### src/rtl/divider_sweep_if.sv
// divider_sweep_if: control/status bundle between a sweep controller and divider_sweep.
//   start, abort, loop            sweep control (driven by master)
//   start_load, end_load, step    sweep range and increment (driven by master)
//   dwell                         divider toggles per load value (driven by master)
//   div_in                        divider output, already in the clk_in domain (driven by master)
//   load, busy, done              load word and status (driven by slave)
interface divider_sweep_if #(
  parameter int unsigned WIDTH   = 24,
  parameter int unsigned DWELL_W = 16
);
  logic               start;
  logic               abort;
  logic               loop;
  logic [WIDTH-1:0]   start_load;
  logic [WIDTH-1:0]   end_load;
  logic [WIDTH-1:0]   step;
  logic [DWELL_W-1:0] dwell;
  logic               div_in;
  logic [WIDTH-1:0]   load;
  logic               busy;
  logic               done;

  modport master (
    output start, abort, loop, start_load, end_load, step, dwell, div_in,
    input  load, busy, done
  );

  modport slave (
    input  start, abort, loop, start_load, end_load, step, dwell, div_in,
    output load, busy, done
  );
endinterface

### src/rtl/divider_sweep.sv
// divider_sweep: steps the divider load word linearly from start_load to end_load, holding
// each value for `dwell` toggles of the divider output fed back on div_in.
//   clk_in   system clock (same as the divider)
//   reset    asynchronous, active-high
//   bus      divider_sweep_if slave: start/abort/loop, range, step, dwell, div_in in;
//            load/busy/done out (all registered)
module divider_sweep #(
  parameter int unsigned WIDTH   = 24,
  parameter int unsigned DWELL_W = 16
) (
  input logic            clk_in,
  input logic            reset,
  divider_sweep_if.slave bus
);

  typedef enum logic [0:0] {StIdle, StRun} state_e;

  state_e             state_q;
  logic [WIDTH-1:0]   load_q;
  logic               busy_q;
  logic               done_q;
  logic               div_prev_q;
  logic [DWELL_W-1:0] dwell_cnt_q;
  logic [WIDTH-1:0]   start_q;
  logic [WIDTH-1:0]   end_q;
  logic [WIDTH-1:0]   step_q;
  logic [DWELL_W-1:0] dwell_q;
  logic               loop_q;
  logic               dir_up_q;

  logic               toggle;
  logic [DWELL_W-1:0] dwell_eff;
  logic [DWELL_W:0]   cnt_inc;
  logic               dwell_more;
  logic [WIDTH:0]     sum_w;
  logic [WIDTH:0]     diff_w;
  logic [WIDTH-1:0]   next_load;

  assign toggle = bus.div_in ^ div_prev_q;

  // A dwell of 0 behaves like 1 so every value is held for at least one toggle.
  assign dwell_eff  = (dwell_q == '0) ? {{(DWELL_W-1){1'b0}}, 1'b1} : dwell_q;
  assign cnt_inc    = {1'b0, dwell_cnt_q} + {{DWELL_W{1'b0}}, 1'b1};
  assign dwell_more = cnt_inc < {1'b0, dwell_eff};

  // One extra bit so overflow (up) and underflow (down) saturate at end instead of wrapping.
  assign sum_w  = {1'b0, load_q} + {1'b0, step_q};
  assign diff_w = {1'b0, load_q} - {1'b0, step_q};

  always_comb begin
    next_load = end_q;
    if (dir_up_q) begin
      if (sum_w <= {1'b0, end_q}) next_load = sum_w[WIDTH-1:0];
    end else begin
      if (!diff_w[WIDTH] && (diff_w[WIDTH-1:0] >= end_q)) next_load = diff_w[WIDTH-1:0];
    end
  end

  always_ff @(posedge clk_in or posedge reset) begin
    if (reset) begin
      state_q     <= StIdle;
      load_q      <= '0;
      busy_q      <= 1'b0;
      done_q      <= 1'b0;
      div_prev_q  <= 1'b0;
      dwell_cnt_q <= '0;
      start_q     <= '0;
      end_q       <= '0;
      step_q      <= '0;
      dwell_q     <= '0;
      loop_q      <= 1'b0;
      dir_up_q    <= 1'b0;
    end else begin
      div_prev_q <= bus.div_in;
      done_q     <= 1'b0;
      unique case (state_q)
        StIdle: begin
          if (bus.start) begin
            start_q     <= bus.start_load;
            end_q       <= bus.end_load;
            step_q      <= bus.step;
            dwell_q     <= bus.dwell;
            loop_q      <= bus.loop;
            dir_up_q    <= bus.end_load >= bus.start_load;
            load_q      <= bus.start_load;
            dwell_cnt_q <= '0;
            busy_q      <= 1'b1;
            state_q     <= StRun;
          end
        end
        StRun: begin
          if (bus.abort) begin
            busy_q  <= 1'b0;
            state_q <= StIdle;
          end else if (toggle) begin
            if (dwell_more) begin
              dwell_cnt_q <= cnt_inc[DWELL_W-1:0];
            end else begin
              dwell_cnt_q <= '0;
              if (load_q == end_q) begin
                if (loop_q) begin
                  load_q <= start_q;
                end else begin
                  done_q  <= 1'b1;
                  busy_q  <= 1'b0;
                  state_q <= StIdle;
                end
              end else begin
                load_q <= next_load;
              end
            end
          end
        end
        default: state_q <= StIdle;
      endcase
    end
  end

  assign bus.load = load_q;
  assign bus.busy = busy_q;
  assign bus.done = done_q;

endmodule

### src/flat_wrapper.sv
// flat-port wrapper written by rule: the top's interface ports become plain ports
module divider_sweep_flat 
#(
  parameter int unsigned WIDTH   = 24,
  parameter int unsigned DWELL_W = 16
)
  (clk_in, reset, bus_start, bus_abort, bus_loop, bus_start_load, bus_end_load, bus_step, bus_dwell, bus_div_in, bus_load, bus_busy, bus_done);
  divider_sweep_if #(.WIDTH(WIDTH), .DWELL_W(DWELL_W)) bus_i ();
  input logic clk_in;
  input logic reset;
  input wire logic [$bits(bus_i.start)-1:0] bus_start;
  input wire logic [$bits(bus_i.abort)-1:0] bus_abort;
  input wire logic [$bits(bus_i.loop)-1:0] bus_loop;
  input wire logic [$bits(bus_i.start_load)-1:0] bus_start_load;
  input wire logic [$bits(bus_i.end_load)-1:0] bus_end_load;
  input wire logic [$bits(bus_i.step)-1:0] bus_step;
  input wire logic [$bits(bus_i.dwell)-1:0] bus_dwell;
  input wire logic [$bits(bus_i.div_in)-1:0] bus_div_in;
  output wire logic [$bits(bus_i.load)-1:0] bus_load;
  output wire logic [$bits(bus_i.busy)-1:0] bus_busy;
  output wire logic [$bits(bus_i.done)-1:0] bus_done;
  assign bus_i.start = bus_start;
  assign bus_i.abort = bus_abort;
  assign bus_i.loop = bus_loop;
  assign bus_i.start_load = bus_start_load;
  assign bus_i.end_load = bus_end_load;
  assign bus_i.step = bus_step;
  assign bus_i.dwell = bus_dwell;
  assign bus_i.div_in = bus_div_in;
  assign bus_load = bus_i.load;
  assign bus_busy = bus_i.busy;
  assign bus_done = bus_i.done;
  divider_sweep #(.WIDTH(WIDTH), .DWELL_W(DWELL_W)) u_core (.clk_in(clk_in), .reset(reset), .bus(bus_i));
endmodule
### config.mk
export PLATFORM = sky130hd
export DESIGN_NAME = divider_sweep_flat
export DESIGN_NICKNAME = d
export VERILOG_FILES = /design/src/rtl/divider_sweep_if.sv /design/src/rtl/divider_sweep.sv /design/src/flat_wrapper.sv
export SDC_FILE = /design/constraint.sdc
export NUM_CORES = 1
export LEC_CHECK = 0
export CORE_MARGIN = 2
export CORE_UTILIZATION = 53
export DETAILED_ROUTE_END_ITERATION = 16
export GPL_TIMING_DRIVEN = 0
export MAX_ROUTING_LAYER = met4
export PLACE_DENSITY = 0.8
export SLEW_MARGIN = 10
export SYNTH_ARGS = -nofsm -noshare
export SYNTH_HDL_FRONTEND = slang
export SYNTH_SLANG_ARGS = --single-unit
### constraint.sdc
create_clock -name clk_in -period 4.2 [get_ports clk_in]
set_input_delay 0.84 -clock clk_in [delete_from_list [all_inputs] [get_ports clk_in]]
set_output_delay 0.84 -clock clk_in [all_outputs]
set_load 0.005 [all_outputs]
**After elaboration in Yosys (flattened, before gate mapping)**

Cells that the tools add are included.
W data, S select, Z words.

- Memories: 0
- Bits of input ports: 94
- Output and inout port bits: 26
- Bits in registers: 134
- Bits in read-only memories: 0
- Logic and storage cells: 74
- Bits in writable memories: 0
- Bits in latches: 0

- Equality and inequality tests: 10
- Add/subtract/negate cells: 3
- Shift-type cells: 0
- Mux-type cells: 36
- Reductions and logical operators: 7
- Multiply operators: 0
- Bitwise logic cells: 2
- Div/mod/pow operators: 0
- $lt $le $gt $ge: 4

Operators by type and width:

| operator | number |
|---|---|
| $mux W24 | 9 |
| $mux W16 | 5 |
| $ge A24 B24 Y1 | 2 |
| $pmux W24 S2 | 1 |
| $pmux W16 S2 | 1 |
| $add A24 B24 Y25 | 1 |
| $le A25 B24 Y1 | 1 |
| $sub A24 B24 Y25 | 1 |
| $eq A24 B24 Y1 | 1 |
| $mux W1 | 18 |
| $add A16 B1 Y17 const B | 1 |
| $lt A17 B16 Y1 | 1 |
| $logic_not A16 Y1 | 1 |
| $ne A3 B3 Y1 const B | 5 |
| $reduce_and A5 Y1 | 2 |
| $ne A2 B2 Y1 const B | 4 |
| $pmux W1 S2 | 2 |
| $reduce_and A3 Y1 | 1 |
| $reduce_and A2 Y1 | 1 |
| $logic_and A1 B1 Y1 | 1 |
| $logic_not A1 Y1 | 1 |
| $not A1 Y1 | 1 |
| $xor A1 B1 Y1 | 1 |

**Longest topological paths before layout**

- Depth in word-level cells: 10
- Mapped depth: 23
- Depth with buffers taken out: 20

**Worst setup path before layout**

No wires, ideal clock.

- Kind: register to register
- From: reg u_core.load_q[0] (netlist: u_core.bus.load[0])
- To: reg u_core.load_q[17] (netlist: u_core.bus.load[17])
- Data arrival time: 4.501 ns
- Data required time: 4.077 ns
- Library setup time: 0.123 ns
- Path slack: -0.424 ns
- Clock period less this slack: 4.624 ns
- Path buffers: 1
- Cell stages (with the launch flop): 21
- Cells stage by stage: dfrtp_1 ha_1 inv_1 fa_1 o21ba_2 a2111o_1 a21bo_1 a211oi_2 or2_2 a211oi_1 xor2_1 ha_1 nand3_1 or3_1 nor3_1 nand2_1 o22ai_1 o21ai_2 buf_2 o32a_1 o221a_2

- Cells in the longest elaborated chain, start to end: 10

RTL lines:

| item | line | source |
|---|---|---|
| start: declaration | divider_sweep.sv:19 | `logic [WIDTH-1:0] load_q;` |
| start signal: assignment | divider_sweep.sv:85 | `load_q <= bus.start_load;` |
| start signal: assignment | divider_sweep.sv:102 | `load_q <= start_q;` |
| start signal: assignment | divider_sweep.sv:109 | `load_q <= next_load;` |
| $sub A24 B24 Y25 | divider_sweep.sv:48 | `assign diff_w = {1'b0, load_q} - {1'b0, step_q};` |
| $ge A24 B24 Y1 / $logic_not A1 Y1 (equally long branches) | divider_sweep.sv:55 | `if (!diff_w[WIDTH] && (diff_w[WIDTH-1:0] >= end_q)) next_load = diff_w[WIDTH-1:0];` |
| $logic_and A1 B1 Y1 | divider_sweep.sv:55 |  |
| $mux W24 | divider_sweep.sv:55 |  |
| $mux W24 | divider_sweep.sv:52 | `if (dir_up_q) begin` |
| $mux W24 | divider_sweep.sv:100 | `if (load_q == end_q) begin` |
| $mux W24 | divider_sweep.sv:96 | `if (dwell_more) begin` |
| $mux W24 | divider_sweep.sv:95 | `end else if (toggle) begin` |
| $mux W24 | divider_sweep.sv:92 | `if (bus.abort) begin` |
| $pmux W24 S2 | divider_sweep.sv:76 | `unique case (state_q)` |

Several ways; a longest one is shown, not always the timed one. The select of a mux whose other input is x is not followed.
A chain may end at the register's enable or synchronous reset.

**Worst setup path in the final report**

- From: reg u_core.load_q[0] (netlist: u_core.bus.load[0])
- To: reg u_core.load_q[13] (netlist: u_core.bus.load[13])

The elaborated chain is that of the path after synthesis.

==> metrics.yaml <==
status:
  outcome: "finished, violations left"
  violations: "setup timing"
worst_setup_path:
  r2r.worst_path.cells: 22
  r2r_start: "u_core.bus.load[0]"
  cp.required_ns: 4.51
  r2r-end: "u_core.bus.load[13]"
  endpoint_kind: "flip-flop"
  crit_path_start_kind: "flip-flop"
  cp_max_fo: 7
  rrSetupSlack_ns: -0.81
  crit_arrival_ns: 5.32
  criticalPathCategory: "reg2reg"
synth:
  async_flop_share_pct: 100
  synthDistinctLibCells: 81
  synth.yosys.seq_area_share_pct: 30.1
  yosysWarnings: 0
  synth_compound_area_share_pct: 21.5
  syn_area_um2: 11100
  synth_fp_nets: 1592
  synth_ff_type: "dfrtp_1"
  synthSimpleGateAreaFrac_pct: 17.6
  yosysTopAreaCell: "dfrtp_1"
  ys_top_cells_by_area: "dfrtp_1, ha_1, o21ai_0, nand2_1, inv_1"
  synthXorXnorAreaFrac_pct: 5.90
  synth_top_family_by_area: "compound AO/OA/AOI/OAI gates"
  synthMuxAreaShare_pct: 2.64
  yosysTopAreaCellShare_pct: 30.1
  syn_avg_cell_area_um2: 8.19
  ys_ff_latch: 134
  synth-edff-count: 0
  synthCells: 1360
  yosys.area_share.adder_pct: 15.6
detailed_routing:
  routed_wl_mm: 40.1
  drt_iter0_markers: 1187
  wl_per_cell_um: 21.7
  drt_pass1_iterations: 5
  ant_nets: 0
  num_vias: 11550
  via_per_inst: 6.25
  drc_errors: 0
finish:
  diodes: 0
  nNetsFinal: 1794
  fin_cells: 1848
  areaGrowthSynthToFinish_pct: 30.9
  register_area_um2: 3360
  multi_input_area_um2: 7670
  drive_above_1_share_pct: 16.0
  fillers: 1615
  utilization_pct: 70.1
die:
  start_util_pct: 53.5
  rows: 53
  core_um2: 20800
  die_x_um: 149
  die-area_um2: 22200
  die_y_um: 149
  boundaryPins: 120
placed_design:
  port_buffers: 119
  place_inst: 1758
  place.gp.congestion: 0.980
  hpwl_mm: 29.1
global_route:
  grt.overflow.total: 0
  grt_pass1_vias: 11043
  grt_antenna_before_repair: 0
  grt_max_degree: 37
  grt.total_usage_pct: 36.5
  grt_first_pass_wirelength_mm: 60.0
pwr:
  p_total_mw: 12.2
  p_per_area_nw_per_um2: 836
  vdd_ir_drop_max_v: 0.000527
  power.leakage_nw: 6.54
timing:
  hold_slack_ns: 0.486
  final-setup-viol-count: 24
  setup_slack_ns: -0.806
  worst_pin_slew_ns: 0.956
  period_needed_ns: 5.01
  grt_setup_unrepaired: "yes"
  report.final.slew_viol_count: 0
  final.period_utilization_pct: 119
  setup_tns_ns: -16.55
  fin_skew_ns: 0.0156
  max_slew_margin_pct: 36.3
  fmax_mhz: 200
  finalHoldViolCount: 0
clocking:
  ctsHoldBuffers: 0
  cts_tree: "yes"
  cts-buffers-inserted: 17
  clockBufferDepth: 2
  htreeDepth: 4
  clk_latency_ns: 0.44
  root_buffer: "clkbuf_16"
  clock-sinks: 134
  clk_pin_slew_worst_paths_ns: 0.06
min_path:
  min_to: "u_core.start_q[22]"
  whs_path_depth: 2
  hp-start: "u_core.start_q[22]"
  hold_path_class: "reg2reg"
flow_run:
  drv_cap: 0
worst max-delay path by stage:
stage / startpoint / slack [ns] / endpoint / depth (start not counted)
3_3_place_gp: u_core.bus.load[2] / -1.57 / u_core.bus.load[20] / 20
6_report: u_core.bus.load[0] / -0.81 / u_core.bus.load[13] / 22
3_5_place_dp: u_core.bus.load[2] / -1.65 / u_core.bus.load[19] / 19
4_1_cts: u_core.bus.load[0] / -0.79 / u_core.bus.load[21] / 22
2_1_floorplan: u_core.bus.load[0] / -0.19 / u_core.bus.load[17] / 20
5_1_grt: u_core.bus.load[14] / -0.91 / u_core.bus.load[8] / 17
layer usage:
layer,GRT usage (%),share of wire (%),vias up
li1,-,-,5212
met1,45.3,38,5421
met2,57.3,46,734
met3,6.15,9.9,183
met4,19.0,6.1,0
met5,-,0,-
sequential cells by signal (all words and copies together), names as in the netlist, 16 cells and up:
signal              cells
u_core.dwell_q         16
u_core.bus.load        24
u_core.start_q         24
u_core.dwell_cnt_q     16
u_core.step_q          24
u_core.end_q           24
per-stage QoR:
step | cell area [um2] | worst slack [ns]
global placement | 12800 | -1.57
detailed placement | 12900 | -1.65
CTS | 13900 | -0.794
global route | 14600 | -0.912
finish | 14600 | -0.806
floorplan | 11200 | -0.190
timing repair:
action / in CTS / in global routing
pin swaps: 37 / 50
resized for setup: 61 / 69
buffers inserted: 26 / 39
gates cloned: 0 / 1
endpoints found under the hold margin: 0 / 0
endpoints found under the setup margin: 34 / 34
cell families (layout without fill, tap and decap cells):
group           after synthesis  in the layout
flops                       134            134
fa+ha+maj                   138            138
compound gates              379            379
buf+inv                     189            402
simple gates                417            417
xor+xnor                     75             75
mux                          28             28
cells in the final DEF, fill, tap and decap left out, drive strengths merged, types with 4 or more instances in the layout:
cell	count
a211oi	13
a21boi	5
a21o	17
a21oi	76
a221oi	15
a31oi	8
a41oi	6
and2	6
and3	10
buf	88
clkbuf	54
clkdlybuf4s50	119
clkinvlp	6
dfrtp	134
ha	136
inv	129
mux2	11
mux2i	17
nand2	184
nand2b	23
nand3	29
nand4	16
nor2	73
nor2b	12
nor3	22
nor4	18
o211ai	18
o21a	8
o21ai	147
o22a	5
o22ai	11
o31a	5
o31ai	8
o32ai	5
or2	7
or3	4
xnor2	51
xor2	24
synth_stat cells, drive strengths merged, types with 4 or more instances:
library cell,n
a41oi,6
nand4,16
a21o,17
a211oi,13
nor2b,12
o22a,5
mux2,11
and3,10
o32ai,5
dfrtp,134
inv,129
buf,20
o31ai,8
nand2,184
nand3,29
nor3,22
a21boi,5
a31oi,8
o211ai,18
a21oi,76
and2,6
a221oi,15
o21ai,147
o21a,8
xnor2,51
o31a,5
ha,136
clkbuf,39
nor2,73
or2,7
xor2,24
o22ai,11
nor4,18
nand2b,23
mux2i,17
or3,4
worst max-delay path, stage by stage (launching register included):
cell	delay, ns
dfrtp_2	0.41
ha_4	0.15
inv_2	0.03
fa_2	0.34
o21ba_4	0.21
a2111o_1	0.45
a21bo_2	0.27
a211oi_4	0.24
or2_4	0.19
nand2_1	0.09
xnor2_2	0.15
ha_1	0.30
nand2_1	0.06
or3_4	0.44
nor3_4	0.25
nand2_2	0.13
o22ai_4	0.23
o21ai_4	0.11
buf_8	0.19
buf_6	0.14
a32oi_1	0.21
and3_1	0.20
a21oi_2	0.06
cell type report:
type	count	area share, %
multi-input combinational	1037	52.6
sequential	134	23.1
timing repair buffer	189	12.6
inverter	130	3.37
clock buffer	19	3.11
tap	275	2.36
buffer	53	1.91
clock inverter	11	1.03
power breakdown:
part | internal [mW] | leakage, nW | switching [mW]
combinational | 3.85 | 4.61 | 4.82
sequential | 1.57 | 1.65 | 0.355
clock | 0.960 | 0.280 | 0.634
total | 6.38 | 6.54 | 5.81
Power figures use the tool's default switching activity.
